===== src/rtl/ts_pkt_scheduler.sv =====
// ts_pkt_scheduler: packet-level round-robin scheduler muxing CHN_NUM TS byte streams onto one registered output
// Ports:
//   clk, rst_n            clock, async active-low reset
//   chn_rdy               per-channel "full packet buffered" request
//   chn_valid/data/eop    per-channel byte stream, channel i in chn_data[8i+7:8i]
//   chn_ack               one-hot grant held for the whole packet
//   dn_afull              downstream almost-full, blocks the next arbitration only
//   out_valid/data/eop    registered byte stream of the granted channel
//   cur_chn, busy         granted channel index, valid while busy
//   timeout_err           one-cycle pulse on watchdog release
//   len_err               one-cycle pulse on bad packet length (TS_PKT_LEN_CHECK_EN), else 0
// Optional: define TS_PKT_LEN_CHECK_EN to enforce PKT_LEN-byte packets.
module ts_pkt_scheduler #(
    parameter int CHN_NUM     = 2,
    parameter int CHN_W       = 1,
    parameter int TIMEOUT_CYC = 1024,
    parameter int PKT_LEN     = 188
) (
    input  logic                 clk,
    input  logic                 rst_n,
    input  logic [CHN_NUM-1:0]   chn_rdy,
    input  logic [CHN_NUM-1:0]   chn_valid,
    input  logic [8*CHN_NUM-1:0] chn_data,
    input  logic [CHN_NUM-1:0]   chn_eop,
    output logic [CHN_NUM-1:0]   chn_ack,
    input  logic                 dn_afull,
    output logic                 out_valid,
    output logic [7:0]           out_data,
    output logic                 out_eop,
    output logic [CHN_W-1:0]     cur_chn,
    output logic                 busy,
    output logic                 timeout_err,
    output logic                 len_err
);
    typedef enum logic [3:0] {
        IDLE  = 4'b0001,
        GRANT = 4'b0010,
        XFER  = 4'b0100,
        GAP   = 4'b1000
    } state_t;

    state_t            state, state_nxt;
    logic [CHN_W-1:0]  last_chn, win, idx;
    logic [7:0]        chn_byte [CHN_NUM];
    logic [15:0]       wd;
    logic              req, sel_valid, sel_eop, byte_ok, wd_fire, eop_out;
    int                sum;

    genvar g;
    generate
        for (g = 0; g < CHN_NUM; g = g + 1) begin : g_byte
            assign chn_byte[g] = chn_data[8*g +: 8];
        end
        if (CHN_NUM < 2 || CHN_NUM > 8 || CHN_W != $clog2(CHN_NUM) ||
            PKT_LEN < 2 || PKT_LEN > 256 || TIMEOUT_CYC < 2 || TIMEOUT_CYC > 65536) begin : g_bad_cfg
            $error("ts_pkt_scheduler: unsupported parameter set");
        end
    endgenerate

    assign sel_valid = chn_valid[cur_chn];
    assign sel_eop   = chn_eop[cur_chn];
    assign byte_ok   = state == XFER && sel_valid;
    assign wd_fire   = state == XFER && !sel_valid && wd == 16'(TIMEOUT_CYC - 1);

`ifdef TS_PKT_LEN_CHECK_EN
    logic [7:0] bcnt;
    logic       at_last;

    // A byte at count PKT_LEN-1 closes the packet whether or not it carries eop.
    assign at_last = bcnt == 8'(PKT_LEN - 1);
    assign eop_out = byte_ok && (sel_eop || at_last);

    always_ff @(posedge clk or negedge rst_n) begin
        if (!rst_n) begin
            bcnt    <= '0;
            len_err <= 1'b0;
        end else begin
            bcnt    <= state == GRANT ? 8'd0 : byte_ok ? bcnt + 8'd1 : bcnt;
            len_err <= byte_ok && (sel_eop ? !at_last : at_last);
        end
    end
`else
    assign eop_out = byte_ok && sel_eop;
    assign len_err = 1'b0;
`endif

    // Walk offsets farthest to nearest so the first requester after last_chn wins.
    always_comb begin
        win = last_chn;
        req = 1'b0;
        idx = '0;
        sum = 0;
        for (int i = CHN_NUM; i >= 1; i--) begin
            sum = int'(last_chn) + i;
            idx = CHN_W'(sum >= CHN_NUM ? sum - CHN_NUM : sum);
            if (chn_rdy[idx]) begin
                win = idx;
                req = 1'b1;
            end
        end
    end

    always_ff @(posedge clk or negedge rst_n) begin
        if (!rst_n) state <= IDLE;
        else        state <= state_nxt;
    end

    always_comb begin
        state_nxt = state;
        busy      = state == GRANT || state == XFER;
        chn_ack   = busy ? (CHN_NUM'(1) << cur_chn) : '0;
        unique case (state)
            IDLE:    state_nxt = req && !dn_afull ? GRANT : IDLE;
            GRANT:   state_nxt = XFER;
            XFER:    state_nxt = eop_out || wd_fire ? GAP : XFER;
            GAP:     state_nxt = IDLE;
            default: state_nxt = IDLE;
        endcase
    end

    always_ff @(posedge clk or negedge rst_n) begin
        if (!rst_n) begin
            cur_chn     <= '0;
            last_chn    <= CHN_W'(CHN_NUM - 1);
            wd          <= '0;
            out_valid   <= 1'b0;
            out_data    <= '0;
            out_eop     <= 1'b0;
            timeout_err <= 1'b0;
        end else begin
            if (state == IDLE && state_nxt == GRANT) cur_chn <= win;
            if (state == GAP) last_chn <= cur_chn;
            // Watchdog counts idle cycles inside a packet; any other state clears it.
            wd          <= state == XFER && !sel_valid ? wd + 16'd1 : 16'd0;
            out_valid   <= byte_ok;
            out_eop     <= eop_out;
            if (byte_ok) out_data <= chn_byte[cur_chn];
            timeout_err <= wd_fire;
        end
    end
endmodule

===== config.mk =====
export PLATFORM = sky130hd
export DESIGN_NAME = ts_pkt_scheduler
export DESIGN_NICKNAME = d
export VERILOG_FILES = /design/src/rtl/ts_pkt_scheduler.sv
export SDC_FILE = /design/constraint.sdc
export NUM_CORES = 1
export LEC_CHECK = 0
export CORE_UTILIZATION = 35
export CTS_BUF_LIST = sky130_fd_sc_hd__clkbuf_8
export DETAILED_ROUTE_END_ITERATION = 8
export SYNTH_ARGS = -nofsm -noshare
export SYNTH_HDL_FRONTEND = slang
export SYNTH_SLANG_ARGS = --single-unit

===== constraint.sdc =====
create_clock -name clk -period 4.4 [get_ports clk]
set_input_delay 0.88 -clock clk [delete_from_list [all_inputs] [get_ports clk]]
set_output_delay 0.88 -clock clk [all_outputs]
set_load 0.01 [all_outputs]

==> results of run 1 <==
[cell usage after synthesis (all sizes together)]
library cell  number
nor3               1
nand2              2
dfstp              2
ha                 1
o21ai              7
xor2               1
xnor2              3
nand3b             2
a2111o             1
and3b              1
inv                8
o31ai              4
buf                2
nor2b              1
nor2               9
mux2i              4
a21oi              8
o211a              1
mux2              17
or4b               1
nor4b              2
or3                6
conb               1
or4                5
nand4              6
or3b               1
clkbuf             2
dfrtp             31
nor4               3
and3               2
nand3              9
[cell families (layout without fill, tap and decap cells)]
family          count (synthesis)  in the layout  synth area share [%]
buf+inv                        12             56                  3.21
fa+ha+maj                       1              1                 0.764
compound gates                 21             21                  7.72
simple gates                   51             51                  20.9
other cells                     1              1                 0.229
flops                          33             33                  50.6
xor+xnor                        4              4                  2.14
mux                            21             21                  14.4
[routing by layer]
layer | part of all wire, % | track usage [%] | vias up
met5 | 0 | 0 | -
met4 | 0.93 | 6.89 | 0
met3 | 3.6 | 4.33 | 4
met2 | 55 | 26.0 | 32
met1 | 41 | 17.3 | 610
li1 | - | - | 614
[worst paths after layout]
kind                                           end                    start  slack, ns
max                                     chn_ack[1]       state[1]$_DFF_PN0_       1.63
min                        out_data[2]$_DFFE_PN0P_  out_data[2]$_DFFE_PN0P_       0.48
max reg2reg                out_data[6]$_DFFE_PN0P_       state[1]$_DFF_PN0_       2.24
min reg2reg                out_data[2]$_DFFE_PN0P_  out_data[2]$_DFFE_PN0P_       0.48
max in group asynchronous     last_chn$_DFFE_PN1N_                    rst_n       3.07
min in group asynchronous          wd[2]$_DFF_PN0_                    rst_n       0.99
[stage by stage]
stage,instance area [um2],std cells,hold slack (ns),utilization (%)
floorplan,1640,144,0.474,-
global route,2170,240,0.518,49.1
finish,2170,240,0.484,49.1
global placement,2080,232,0.469,47.1
detailed placement,2080,232,0.474,47.1
CTS,2170,240,0.489,49.1
[power by group through the flow]
| stage | clock [mW] | combinational, mW | sequential [mW] |
|---|---|---|---|
| 3_3_place_gp | 0 | 0.216 | 0.394 |
| 2_1_floorplan | 0 | 0.114 | 0.391 |
| 6_report | 0.223 | 0.217 | 0.391 |
| 5_1_grt | 0.249 | 0.236 | 0.401 |
| 4_1_cts | 0.234 | 0.222 | 0.393 |
| 3_5_place_dp | 0 | 0.220 | 0.398 |
[flip-flops by register name (all words and copies together) (netlist names)]
name / cells
out_eop: 1
state: 4
out_valid: 1
wd: 16
timeout_err: 1
out_data: 8
cur_chn: 1
last_chn: 1
[area by class of cell]
| type | instances | share of cell area [%] |
|---|---|---|
| multi-input cells | 99 | 34.9 |
| inverters | 8 | 1.39 |
| repair buffers | 40 | 18.4 |
| flip-flops and latches | 33 | 38.2 |
| clock buffers | 6 | 3.81 |
| well taps | 52 | 3.00 |
| clock inverters | 2 | 0.346 |
==> impl_metrics.ini, run 1 <==
[status]
status = completed

[clock_network]
path_clk_slew_ns = 0.06
htreeDepth = 2
cts_resized = 0
holdBufCountCts = 0
cts.sinks = 33
clk_latency_ns = 0.28
numCtsBuffers = 5
cts_buffer_depth = 2
cts_root_buf = clkbuf_8
postCtsSetupBuffers = 0
cts_tree = yes

[critical_path]
path_max_fanout = 4
critPathLaunchType = flop
worst-path-buf-inv = 1
required_ns = 3.52
cp_data_arrival_time_ns = 1.89
ff2ff_path_depth = 3
cp.depth = 4
cp_cell_sequence = xnor2_1 -> or3_1 -> nor2_1 -> clkdlybuf4s50_1
path_class = reg2out
critPathTopFamily = buffers and inverters
worst_setup_path_end_kind = output port
slowest_delay_ns = 0.54
cpMaxStageDelayCell = clkdlybuf4s50_1

[grt]
grtUsageTotal_pct = 15.2
grt_max_degree = 34
antenna_found_initial = 0
grt_pass1_wl_mm = 5.89
gr-total-overflow = 0
grt_pass1_vias = 1338

[power_and_ir_drop]
power.switching_fraction_pct = 27.3
vdd_drop_max_uv = 156
power_density_nw_per_um2 = 383
switchingPower_mw = 0.227
power_frac_comb_pct = 26.1
p_seq_share_pct = 47.1
leakagePower_nw = 0.905
internal_power_mw = 0.604
power.share.clock_pct = 26.8
power_mw = 0.831

[timing]
rsz0062_at_grt = false
fin_ws_ns = 1.63
setup_violations = 0
setup_tns_ns = 0
max_slew_margin_pct = 51.3
max_freq_mhz = 361
fin_crit_sh_pct = 62.9
worst_slew_pin_slew_ns = 0.729
fin_crit_ns = 2.77
drv_slew = 0
hold_violations = 0
finClkSkew_ns = 0.0113

[floorplanning]
core_area_um2 = 4410
initial_core_util_pct = 37.1
die_x_um = 70.4
rows = 24
dieArea_um2 = 4950
io_pins = 41
die_y_um = 70.4

[final_layout]
final_common_cell = clkdlybuf4s50_1
fin_nets = 213
syn_to_final_growth_pct = 32.4
multi_input_area_um2 = 756
mostFrequentLayoutCells = clkdlybuf4s50_1, dfrtp_1
antennaDiodeCount = 0
final-seq-area_um2 = 828
fillers = 410
drive_gt1_share_pct = 13.3

[placed_design]
post-place-ws_ns = 1.67
gp_congestion = 0.825
io_buffer_count = 39
dp_hpwl_mm = 2.46

[detailed_routing]
antenna_left = 0
drtIter0Drc = 66
viasPerCell = 5.25
drt_pass1_iterations = 4
avgRoutedWirePerCell_um = 13.9
routed_wl_mm = 3.33
drc = 0
vias = 1260

[yosys]
syn-num-nets = 170
syn-instance-count = 144
synth_top_area_share_pct = 47.4
yosysUniqueCellTypes = 40
yosysSeqAreaShare_pct = 50.6
syn_area_um2 = 1640
ys_warn_count = 0
ys_seq_elements = 33
netlist_top_cells_area = dfrtp_1, mux2_2, mux2_1, dfstp_2, nand3_1
synth_largest_area_cell = dfrtp_1
syn_avg_cell_area_um2 = 11.4

[min_path]
worstHoldPathType = reg2reg
whs_path_depth = 1

[flow_run]
drv_cap = 0
Note: power is estimated with default switching activity, not from simulation.
==> inputs of run 2 (changes only) <==
- clock period: 4.4 -> 2.7 ns (I/O delays scaled with it)
==> impl_metrics.ini, run 2 (same netlist as run 1, synthesis figures left out) <==
[timing]
rsz0062_at_grt = false
fin_crit_sh_pct = 90.4
max_freq_mhz = 410
hold_violations = 0
fin_ws_ns = 0.258
finalHoldWorstSlack_ns = 0.490
max_slew_margin_pct = 50.7
drv_slew = 0
setup_violations = 0
finClkSkew_ns = 0.00274
worst_slew_pin_slew_ns = 0.737
fin_crit_ns = 2.44
setup_tns_ns = 0

[final_layout]
mostFrequentLayoutCells = clkdlybuf4s50_1, dfrtp_1, nor2_1, nand3_1, mux2_2
antennaDiodeCount = 0
syn_to_final_growth_pct = 34.9
regMostFlops = wd
final_core_util_pct = 50.0
fin_nets = 215
drive_gt1_share_pct = 14.7
largest_reg_flops = 16
reg_top3 = wd (16), out_data (8), state (4)
final_common_cell = clkdlybuf4s50_1

[power_and_ir_drop]
leakagePower_nw = 0.924
power_density_nw_per_um2 = 667
vdd_drop_max_uv = 289
power_mw = 1.47

[critical_path]
cp_data_arrival_time_ns = 1.90
path_max_fanout = 4
worst_setup_path_end_kind = output port
path_class = reg2out
critPathLaunchType = flop
required_ns = 2.16

[floorplanning]
rows = 24
dieArea_um2 = 4950
die_x_um = 70.4
die_y_um = 70.4
core_area_um2 = 4410
io_pins = 41
initial_core_util_pct = 37.1

[clock_network]
path_clk_slew_ns = 0.07
cts_tree = yes
cts_resized = 0
cts_root_buf = clkbuf_8
postCtsSetupBuffers = 0
cts.sinks = 33
numCtsBuffers = 5
cts_buffer_depth = 2
holdBufCountCts = 0
clk_latency_ns = 0.28
htreeDepth = 2

[placed_design]
io_buffer_count = 39
dp_hpwl_mm = 2.49
gp_congestion = 0.841
post-place-ws_ns = 0.411

[grt]
grt_max_degree = 34
antenna_found_initial = 0
grt_pass1_vias = 1288
grtUsageTotal_pct = 14.6
gr-total-overflow = 0
grt_pass1_wl_mm = 5.69

[min_path]
worstHoldPathType = reg2reg

[detailed_routing]
drtIter0Drc = 52
drc = 0
avgRoutedWirePerCell_um = 14.0
antenna_left = 0
viasPerCell = 5.36
vias = 1296
routed_wl_mm = 3.39
drt_pass1_iterations = 4

[flow_run]
drv_cap = 0

[status]
status = completed
## run 2: final timing paths
kind	startpoint	to	slack, ns	cells past startpoint
min in group asynchronous	rst_n	wd[5]$_DFF_PN0_	0.66	2
max	state[1]$_DFF_PN0_	chn_ack[0]	0.26	4
max reg2reg	cur_chn$_DFFE_PN0P_	out_data[0]$_DFFE_PN0P_	0.74	3
min reg2reg	out_data[4]$_DFFE_PN0P_	out_data[4]$_DFFE_PN0P_	0.49	1
max in group asynchronous	rst_n	last_chn$_DFFE_PN1N_	1.72	2
min	out_data[4]$_DFFE_PN0P_	out_data[4]$_DFFE_PN0P_	0.49	1
## run 2: cell type report
class	instances	area (um2)
Fill cell	404	2210
Inverter	8	30.0
Tap cell	52	65.1
Clock inverter	2	33.8
Sequential cell	33	828
Clock buffer	6	82.6
Timing Repair Buffer	42	413
Multi-Input combinational cell	99	756
## run 2: power breakdown
part	leakage [nW]	switching, mW	total, mW	internal, mW
registers	0.446	0.0778	0.639	0.561
clock network	0.0626	0.175	0.471	0.297
logic	0.415	0.132	0.362	0.231
total	0.924	0.384	1.47	1.09
## run 2: worst max-delay path, stage by stage, from the launching register on
cell and delay, ns:
dfrtp_1 0.43, xnor2_1 0.14, or3_1 0.37, nor2_1 0.13, clkdlybuf4s50_1 0.55
## run 2: through the flow
stage / cells / instance area (um2)
2_1_floorplan: 144 / 1640
3_3_place_gp: 234 / 2090
3_5_place_dp: 234 / 2090
4_1_cts: 242 / 2210
5_1_grt: 242 / 2210
6_report: 242 / 2210
## run 2: layer usage
layer / part of all wire (%) / routed length [um] / GRT usage [%]
met5: 0 / 0 / 0
met1: 43 / 1470 / 17.4
met3: 4.1 / 140 / 2.89
met2: 51 / 1720 / 24.2
met4: 1.7 / 59 / 8.44
